===== src/rtl/mac_pkg.sv =====
// Shared constants for the MAC chip: default datapath sizes and the controller
// state encoding, so the controller and the datapath agree on one definition.
package mac_pkg;

  localparam int MAC_DATA_W = 8;
  localparam int MAC_DEPTH  = 16;
  localparam int MAC_ADDR_W = $clog2(MAC_DEPTH);
  localparam int MAC_ACC_W  = 2 * MAC_DATA_W + MAC_ADDR_W;

  typedef enum logic [2:0] {
    CTL_IDLE    = 3'd0,
    CTL_CLEAR   = 3'd1,
    CTL_LD_AB   = 3'd2,
    CTL_WAIT_AB = 3'd3,
    CTL_LD_M    = 3'd4,
    CTL_WAIT_M  = 3'd5,
    CTL_LD_ACC  = 3'd6,
    CTL_DECIDE  = 3'd7
  } ctl_state_t;

endpackage


===== src/rtl/mac_operand_ram.sv =====
// Operand-pair register file: one synchronous write port, one asynchronous read
// port, so a same-edge write is seen by the reader only on the following cycle.
module mac_operand_ram
  import mac_pkg::*;
#(
  parameter int DATA_W = MAC_DATA_W,
  parameter int DEPTH  = MAC_DEPTH,
  parameter int ADDR_W = $clog2(DEPTH)
) (
  input  logic              clk,
  input  logic              i_wr_en,
  input  logic [ADDR_W-1:0] i_wr_addr,
  input  logic [DATA_W-1:0] i_wr_a,
  input  logic [DATA_W-1:0] i_wr_b,
  input  logic [ADDR_W-1:0] i_rd_addr,
  output logic [DATA_W-1:0] o_rd_a,
  output logic [DATA_W-1:0] o_rd_b
);

  logic [2*DATA_W-1:0] r_mem [DEPTH];
  logic [2*DATA_W-1:0] w_word;

  // Contents are deliberately not reset; the host initialises the buffer.
  always_ff @(posedge clk) begin
    if (i_wr_en) begin
      r_mem[i_wr_addr] <= {i_wr_a, i_wr_b};
    end
  end

  assign w_word = r_mem[i_rd_addr];
  assign o_rd_a = w_word[2*DATA_W-1:DATA_W];
  assign o_rd_b = w_word[DATA_W-1:0];

endmodule


===== src/rtl/mac_datapath.sv =====
// MAC datapath: operand buffer, A/B/M/ACC/result registers, term counter and the
// CMP "terms remain" flag returned to the controller.
module mac_datapath
  import mac_pkg::*;
#(
  parameter int DATA_W = MAC_DATA_W,
  parameter int DEPTH  = MAC_DEPTH,
  parameter int ADDR_W = $clog2(DEPTH),
  parameter int ACC_W  = 2 * DATA_W + ADDR_W
) (
  input  logic              clk,
  input  logic              rst,
  input  logic              wr_en,
  input  logic [ADDR_W-1:0] wr_addr,
  input  logic [DATA_W-1:0] wr_a,
  input  logic [DATA_W-1:0] wr_b,
  input  logic [ADDR_W:0]   len,
  input  logic              ld_a,
  input  logic              ld_b,
  input  logic              ld_m,
  input  logic              ld_acc,
  input  logic              ld_out,
  input  logic              count_enb,
  input  logic              count_reset,
  output logic              CMP,
  output logic [ACC_W-1:0]  result,
  output logic              result_valid
);

  localparam logic [ADDR_W:0] DEPTH_C = (ADDR_W + 1)'(DEPTH);
  localparam logic [ADDR_W:0] ONE_C   = (ADDR_W + 1)'(1);

  logic [ADDR_W:0]     r_cnt;
  logic [ADDR_W:0]     w_eff_len;
  logic [DATA_W-1:0]   r_a, r_b;
  logic [DATA_W-1:0]   w_rd_a, w_rd_b;
  logic [2*DATA_W-1:0] r_m;
  logic [ACC_W-1:0]    r_acc;
  logic [ACC_W-1:0]    r_result;
  logic                r_valid;

  mac_operand_ram #(
    .DATA_W (DATA_W),
    .DEPTH  (DEPTH),
    .ADDR_W (ADDR_W)
  ) u_ram (
    .clk       (clk),
    .i_wr_en   (wr_en),
    .i_wr_addr (wr_addr),
    .i_wr_a    (wr_a),
    .i_wr_b    (wr_b),
    .i_rd_addr (r_cnt[ADDR_W-1:0]),
    .o_rd_a    (w_rd_a),
    .o_rd_b    (w_rd_b)
  );

  // A zero-length job still runs one term; oversize jobs stop at the buffer size.
  always_comb begin
    w_eff_len = len;
    if (len == '0) begin
      w_eff_len = ONE_C;
    end else if (len > DEPTH_C) begin
      w_eff_len = DEPTH_C;
    end
  end

  assign CMP = (r_cnt < w_eff_len);

  always_ff @(posedge clk or posedge rst) begin
    if (rst) begin
      r_a      <= '0;
      r_b      <= '0;
      r_m      <= '0;
      r_acc    <= '0;
      r_cnt    <= '0;
      r_result <= '0;
      r_valid  <= 1'b0;
    end else begin
      if (ld_a) begin
        r_a <= w_rd_a;
      end
      if (ld_b) begin
        r_b <= w_rd_b;
      end
      if (ld_m) begin
        r_m <= {{DATA_W{1'b0}}, r_a} * {{DATA_W{1'b0}}, r_b};
      end
      // The result sees ACC as it was before any same-edge clear.
      if (ld_out) begin
        r_result <= r_acc;
      end
      r_valid <= ld_out;
      if (count_reset) begin
        r_acc <= '0;
        r_cnt <= '0;
      end else begin
        if (ld_acc) begin
          r_acc <= r_acc + {{(ACC_W - 2*DATA_W){1'b0}}, r_m};
        end
        if (count_enb && (r_cnt < DEPTH_C)) begin
          r_cnt <= r_cnt + ONE_C;
        end
      end
    end
  end

  assign result       = r_result;
  assign result_valid = r_valid;

endmodule


===== config.mk =====
export PLATFORM = sky130hd
export DESIGN_NAME = mac_datapath
export DESIGN_NICKNAME = d
export VERILOG_FILES = /design/src/rtl/mac_pkg.sv /design/src/rtl/mac_operand_ram.sv /design/src/rtl/mac_datapath.sv
export SDC_FILE = /design/constraint.sdc
export NUM_CORES = 1
export LEC_CHECK = 0
export CAP_MARGIN = 20
export CORE_ASPECT_RATIO = 2
export CORE_MARGIN = 4
export CORE_UTILIZATION = 35
export DETAILED_ROUTE_END_ITERATION = 12
export PLACE_DENSITY = 0.52
export SLEW_MARGIN = 20
export SYNTH_ARGS = -nofsm -noshare
export SYNTH_HDL_FRONTEND = slang
export SYNTH_SLANG_ARGS = --single-unit

===== constraint.sdc =====
create_clock -name clk -period 3.92 [get_ports clk]
set_input_delay 0.392 -clock clk [delete_from_list [all_inputs] [get_ports clk]]
set_output_delay 0.392 -clock clk [all_outputs]
set_load 0.01 [all_outputs]

Word-level counts from Yosys, hierarchy flattened
Memory sizes are Yosys's and may differ from the RTL's.
Cells that the tools add are included.
W data, S select, Z words.
- output and inout port bits: 22
- logic and storage cells: 26
- RAM bits: 256
- memories: 1
- bits in registers: 78
- input bits: 35
- memory list (memory ; words ; bits a word ; read ports ; clocked after Yosys merged registers in ; write ports ; RTL line ; RTL):
    u_ram.r_mem ; 16 ; 16 ; 1 ; 0 ; 1 ; mac_operand_ram.sv:20 ; logic [2*DATA_W-1:0] r_mem [DEPTH];
- multiplexer cells: 8
- add/sub/neg operators: 2
- magnitude comparators: 3
- $mul: 1
- reductions and logical operators: 4
- operator list (operator ; count):
    $mux W20 ; 2
    $add A20 B16 Y20 ; 1
    $mux W5 ; 4
    $mul A8 B8 Y16 ; 1
    $add A5 B1 Y5 const B ; 1
    $gt A5 B5 Y1 const B ; 1
    $logic_not A5 Y1 ; 1
    $lt A5 B5 Y1 ; 1
    $lt A5 B5 Y1 const B ; 1
    $reduce_bool A2 Y1 ; 2
    $mux W1 ; 2
    $logic_and A1 B1 Y1 ; 1

Longest topological paths before layout
- word-level depth: 4
- mapped depth: 16
- depth with buffers taken out: 16

Modules after synthesis
Synthesis repeated with hierarchy kept, for this count alone.
- cells, all modules: 1010
- area total of the unflattened synthesis: 15722.6 µm²
- modules (own cells, without submodules) (module ; cells each ; times used ; sequential area each (µm²) ; area each (µm²)):
    mac_operand_ram ; 416 ; 1 ; 7687.4 ; 9723.1
    mac_datapath ; 594 ; 1 ; 1951.9 ; 5999.5

Least setup slack after synthesis
Ideal clock, no wire load.
- path type: reg-to-reg
- start: register r_b[2]
- end: register r_m[13]
- buffers on the path: 0
- data arrival time: 4.050 ns
- setup slack: -0.225 ns
- cell stages (with the launch flop): 15
- period minus slack after synthesis: 4.145 ns
- setup time: 0.095 ns
- data required time: 3.825 ns
- cells stage by stage: dfrtp_1 -> and2_1 -> fa_1 -> fa_1 -> inv_1 -> fa_1 -> fa_1 -> inv_1 -> ha_1 -> o211a_1 -> o31a_1 -> o311a_1 -> o21a_1 -> o21a_1 -> o31ai_1
- word-level cells in the longest chain between the ends: 1
- RTL lines (element ; RTL line ; RTL):
    start, declared ; mac_datapath.sv:35 ; logic [DATA_W-1:0] r_a, r_b;
    start signal, assigned ; mac_datapath.sv:83 ; r_b <= w_rd_b;
    $mul A8 B8 Y16 ; mac_datapath.sv:86 ; r_m <= {{DATA_W{1'b0}}, r_a} * {{DATA_W{1'b0}}, r_b};
    end signal, assigned ; mac_datapath.sv:86 ;
    end, declared ; mac_datapath.sv:37 ; logic [2*DATA_W-1:0] r_m;
No other way between the ends.
A chain may end at the register's enable or synchronous reset.

Worst setup path in the final report
- start: register r_b[3]
- end: register r_m[13]
The elaborated chain is that of the path after synthesis.

==> results.yml <==
outcome:
  status: "finished with violations"
  violations: "setup timing"
cells_and_area:
  layout-drive-gt1-share: 0.270
  num-fill-cells: 3984
  synthToLayoutAreaGrowth_pct: 18.6
  layout_common_cells: "256 x edfxtp_1, 70 x mux4_2, 69 x buf_4"
  final_area_um2: 18700
  num_antenna_cells: 0
  final_common_cell: "edfxtp_1"
  final_nets: 1246
timing:
  finalMaxSlewViolations: 0
  rsz0062_at_grt: "true"
  relSlewSlack: 0.323
  finalSetupTns_ns: -0.517
  setup_violations: 7
  hold_viol: 0
  tightestPinTransition_ns: 1.01
  final.setup.worst_slack_ns: -0.202
  period_minus_slack_ns: 4.12
  skew_ns: 0.0215
  max_freq_mhz: 243
  timing.final.crit_share: 1.05
floorplanning:
  start_util: 0.355
  coreArea_um2: 44300
  pin_count: 57
  die_w_um: 158
  rows: 109
  die_area_um2: 48600
  die_h_um: 308
clock_tree:
  cts.path.max_buffers: 3
  clkTransAtPathRegs_ns: 0.07
  cts_tree: "yes"
  clock_latency_ns: 0.58
  root_buffer: "clkbuf_16"
  cts_sinks: 334
  cts_hold_repair.buffers: 0
  cts_buffers: 31
  htreeDepth: 1
yosys:
  synth_flop_cell: "edfxtp_1"
  synth_cell_types: 55
  async_reset_ff_frac: 0.234
  yosysWarnings: 0
  synthCells: 988
  ys_seq_area_frac: 0.613
  syn_avg_cell_area_um2: 15.9
  ys_ff_latch: 334
  syn_area_um2: 15700
  syn-num-nets: 1117
  synth-edff-count: 256
grt:
  grt_pass1_vias: 9741
  antenna_found_initial: 0
  grt_pass1_wl_mm: 57.1
  grt_use_met1: 0.154
  grt_use_total: 0.155
  use_met3: 0.0177
  grt_max_degree: 46
  grt.overflow.total: 0
  met2_usage: 0.320
  top_usage_layer: "met2"
detailed_routing:
  avgViaCountPerCell: 5.15
  totalWireLength_mm: 36.9
  drc: 0
  drtIter0Drc: 328
  drt-pass1-iter-count: 4
  wl_per_cell_um: 21.8
  ant_nets: 0
  num_vias: 8732
worst_setup_path:
  worst_setup_path_end_kind: "flip-flop"
  cpMostUsedCell: "fa_1"
  slowest_stage: "fa_1"
  worstPathRequired_ns: 4.40
  critical_path.cell_chain: "buf_6, and2_1, fa_1, fa_1, fa_1, fa_2, ha_4, a21o_1, o311a_4, o21a_1, o21a_1, o31ai_2"
  critPathMaxFanout: 6
  worst_setup_path_start_kind: "flip-flop"
  startpoint: "r_b[3]$_DFFE_PP0P_"
  path_class: "flip-flop to flip-flop"
  reg2reg_from: "r_b[3]$_DFFE_PP0P_"
  slowest_delay_ns: 0.51
  cp.arrival_ns: 4.61
place:
  place_congestion: 0.777
  io_buffer_count: 56
  place_hpwl_mm: 25.5
  place_area_um2: 17500
worst_hold_path:
  min-delay-path-class: "input port to asynchronous set/reset pin"
pwr:
  ir_worst_vdd_mv: 0.471
  powerDensity_nw_per_um2: 705
  leakage_uw: 0.00690
flow_run:
  drv_cap: 0
-- worst max-delay path: cells and delay by family, from the launching register on --
family / cells / cell delay (ns)
buf+inv: 1 / 0.14
fa+ha+maj: 5 / 2.12
simple gates: 1 / 0.14
compound gates: 5 / 1.15
flops: 1 / 0.47
-- layout make-up --
cell class                      count  area [µm²]  share of cell area
Inverter                           57         215              0.0115
Timing Repair Buffer              131        1160              0.0623
Tap cell                          555         694              0.0372
Multi-Input combinational cell    562        5940               0.318
Clock buffer                       36         795              0.0426
Sequential cell                   334        9660               0.517
Clock inverter                     19         203              0.0109
-- cells by family after synthesis --
group	count (synthesis)	synth area share
DFF	334	0.613
and+or+nand+nor	191	0.0612
muxes	135	0.145
AOI/OAI and AO/OA	120	0.0512
adders and majority gates	94	0.0924
buffers and inverters	92	0.0249
xor gates and xnor gates	22	0.0122
-- per-layer routing --
layer | part of all wire | routed length (µm)
met1 | 0.34 | 12400
met2 | 0.61 | 22300
met3 | 0.027 | 994
met4 | 0.032 | 1190
met5 | 0 | 0
-- metrics by stage --
| step | setup WS [ns] | std cells | hold slack (ns) | util | power [µW] |
|---|---|---|---|---|---|
| after floorplan | -0.0433 | 988 | 0.423 | - | 7870 |
| after global placement | -0.290 | 1635 | 0.480 | 0.394 | 9550 |
| after detailed placement | -0.366 | 1635 | 0.486 | 0.394 | 9640 |
| after CTS | -0.204 | 1693 | 0.176 | 0.419 | 13100 |
| after global routing | -0.357 | 1694 | 0.221 | 0.421 | 14100 |
| final | -0.202 | 1694 | 0.161 | 0.421 | 13200 |
-- cell usage after synthesis, types with 6 or more instances --
cell type,count,area [µm²]
o21ai_0,20,100
nor3_1,10,50.1
a21oi_1,28,140
mux4_2,70,1580
mux2_2,48,541
nand4_1,7,43.8
nand3_1,7,35.0
nor2b_1,6,37.5
o22ai_1,7,43.8
dfrtp_1,78,1950
nand2b_1,10,62.6
nand2_1,49,184
a211oi_1,7,52.6
and2_1,45,282
a21o_1,14,105
nor2_1,44,165
mux2i_1,17,170
xnor2_1,17,149
edfxtp_1,256,7690
ha_1,57,713
fa_1,37,741
inv_1,56,210
buf_1,6,22.5
clkbuf_1,17,63.8
-- power breakdown --
group / internal [µW] / total, µW / switching [µW]
combinational: 2950 / 5760 / 2820
sequential: 4140 / 4370 / 228
clock: 1710 / 3030 / 1330
-- final timing paths --
check                      cells after the start  slack (ns)               endpoint
hold reg to reg                                2        0.49     r_m[4]$_DFFE_PP0P_
max in group asynchronous                      3        2.93   r_cnt[0]$_DFFE_PP0P_
setup / recovery                              12       -0.20    r_m[13]$_DFFE_PP0P_
hold / removal                                 2        0.16  result[7]$_DFFE_PP0P_
setup reg to reg                              12       -0.20    r_m[13]$_DFFE_PP0P_
min in group clk                               2        0.49     r_m[4]$_DFFE_PP0P_
-- what timing repair did --
item	in CTS	in global routing
endpoints found under the setup margin	6	8
gates resized for setup	32	19
pin swaps	13	12
setup buffers	3	1
cloned	0	0
-- state kept, by name (all words and copies together), names as in the netlist --
register	count
u_ram.r_mem	256
r_acc	20
result	20
r_m	16
r_a	8
r_b	8
r_cnt	5
result_valid	1
(Power assumes the default switching activity.)
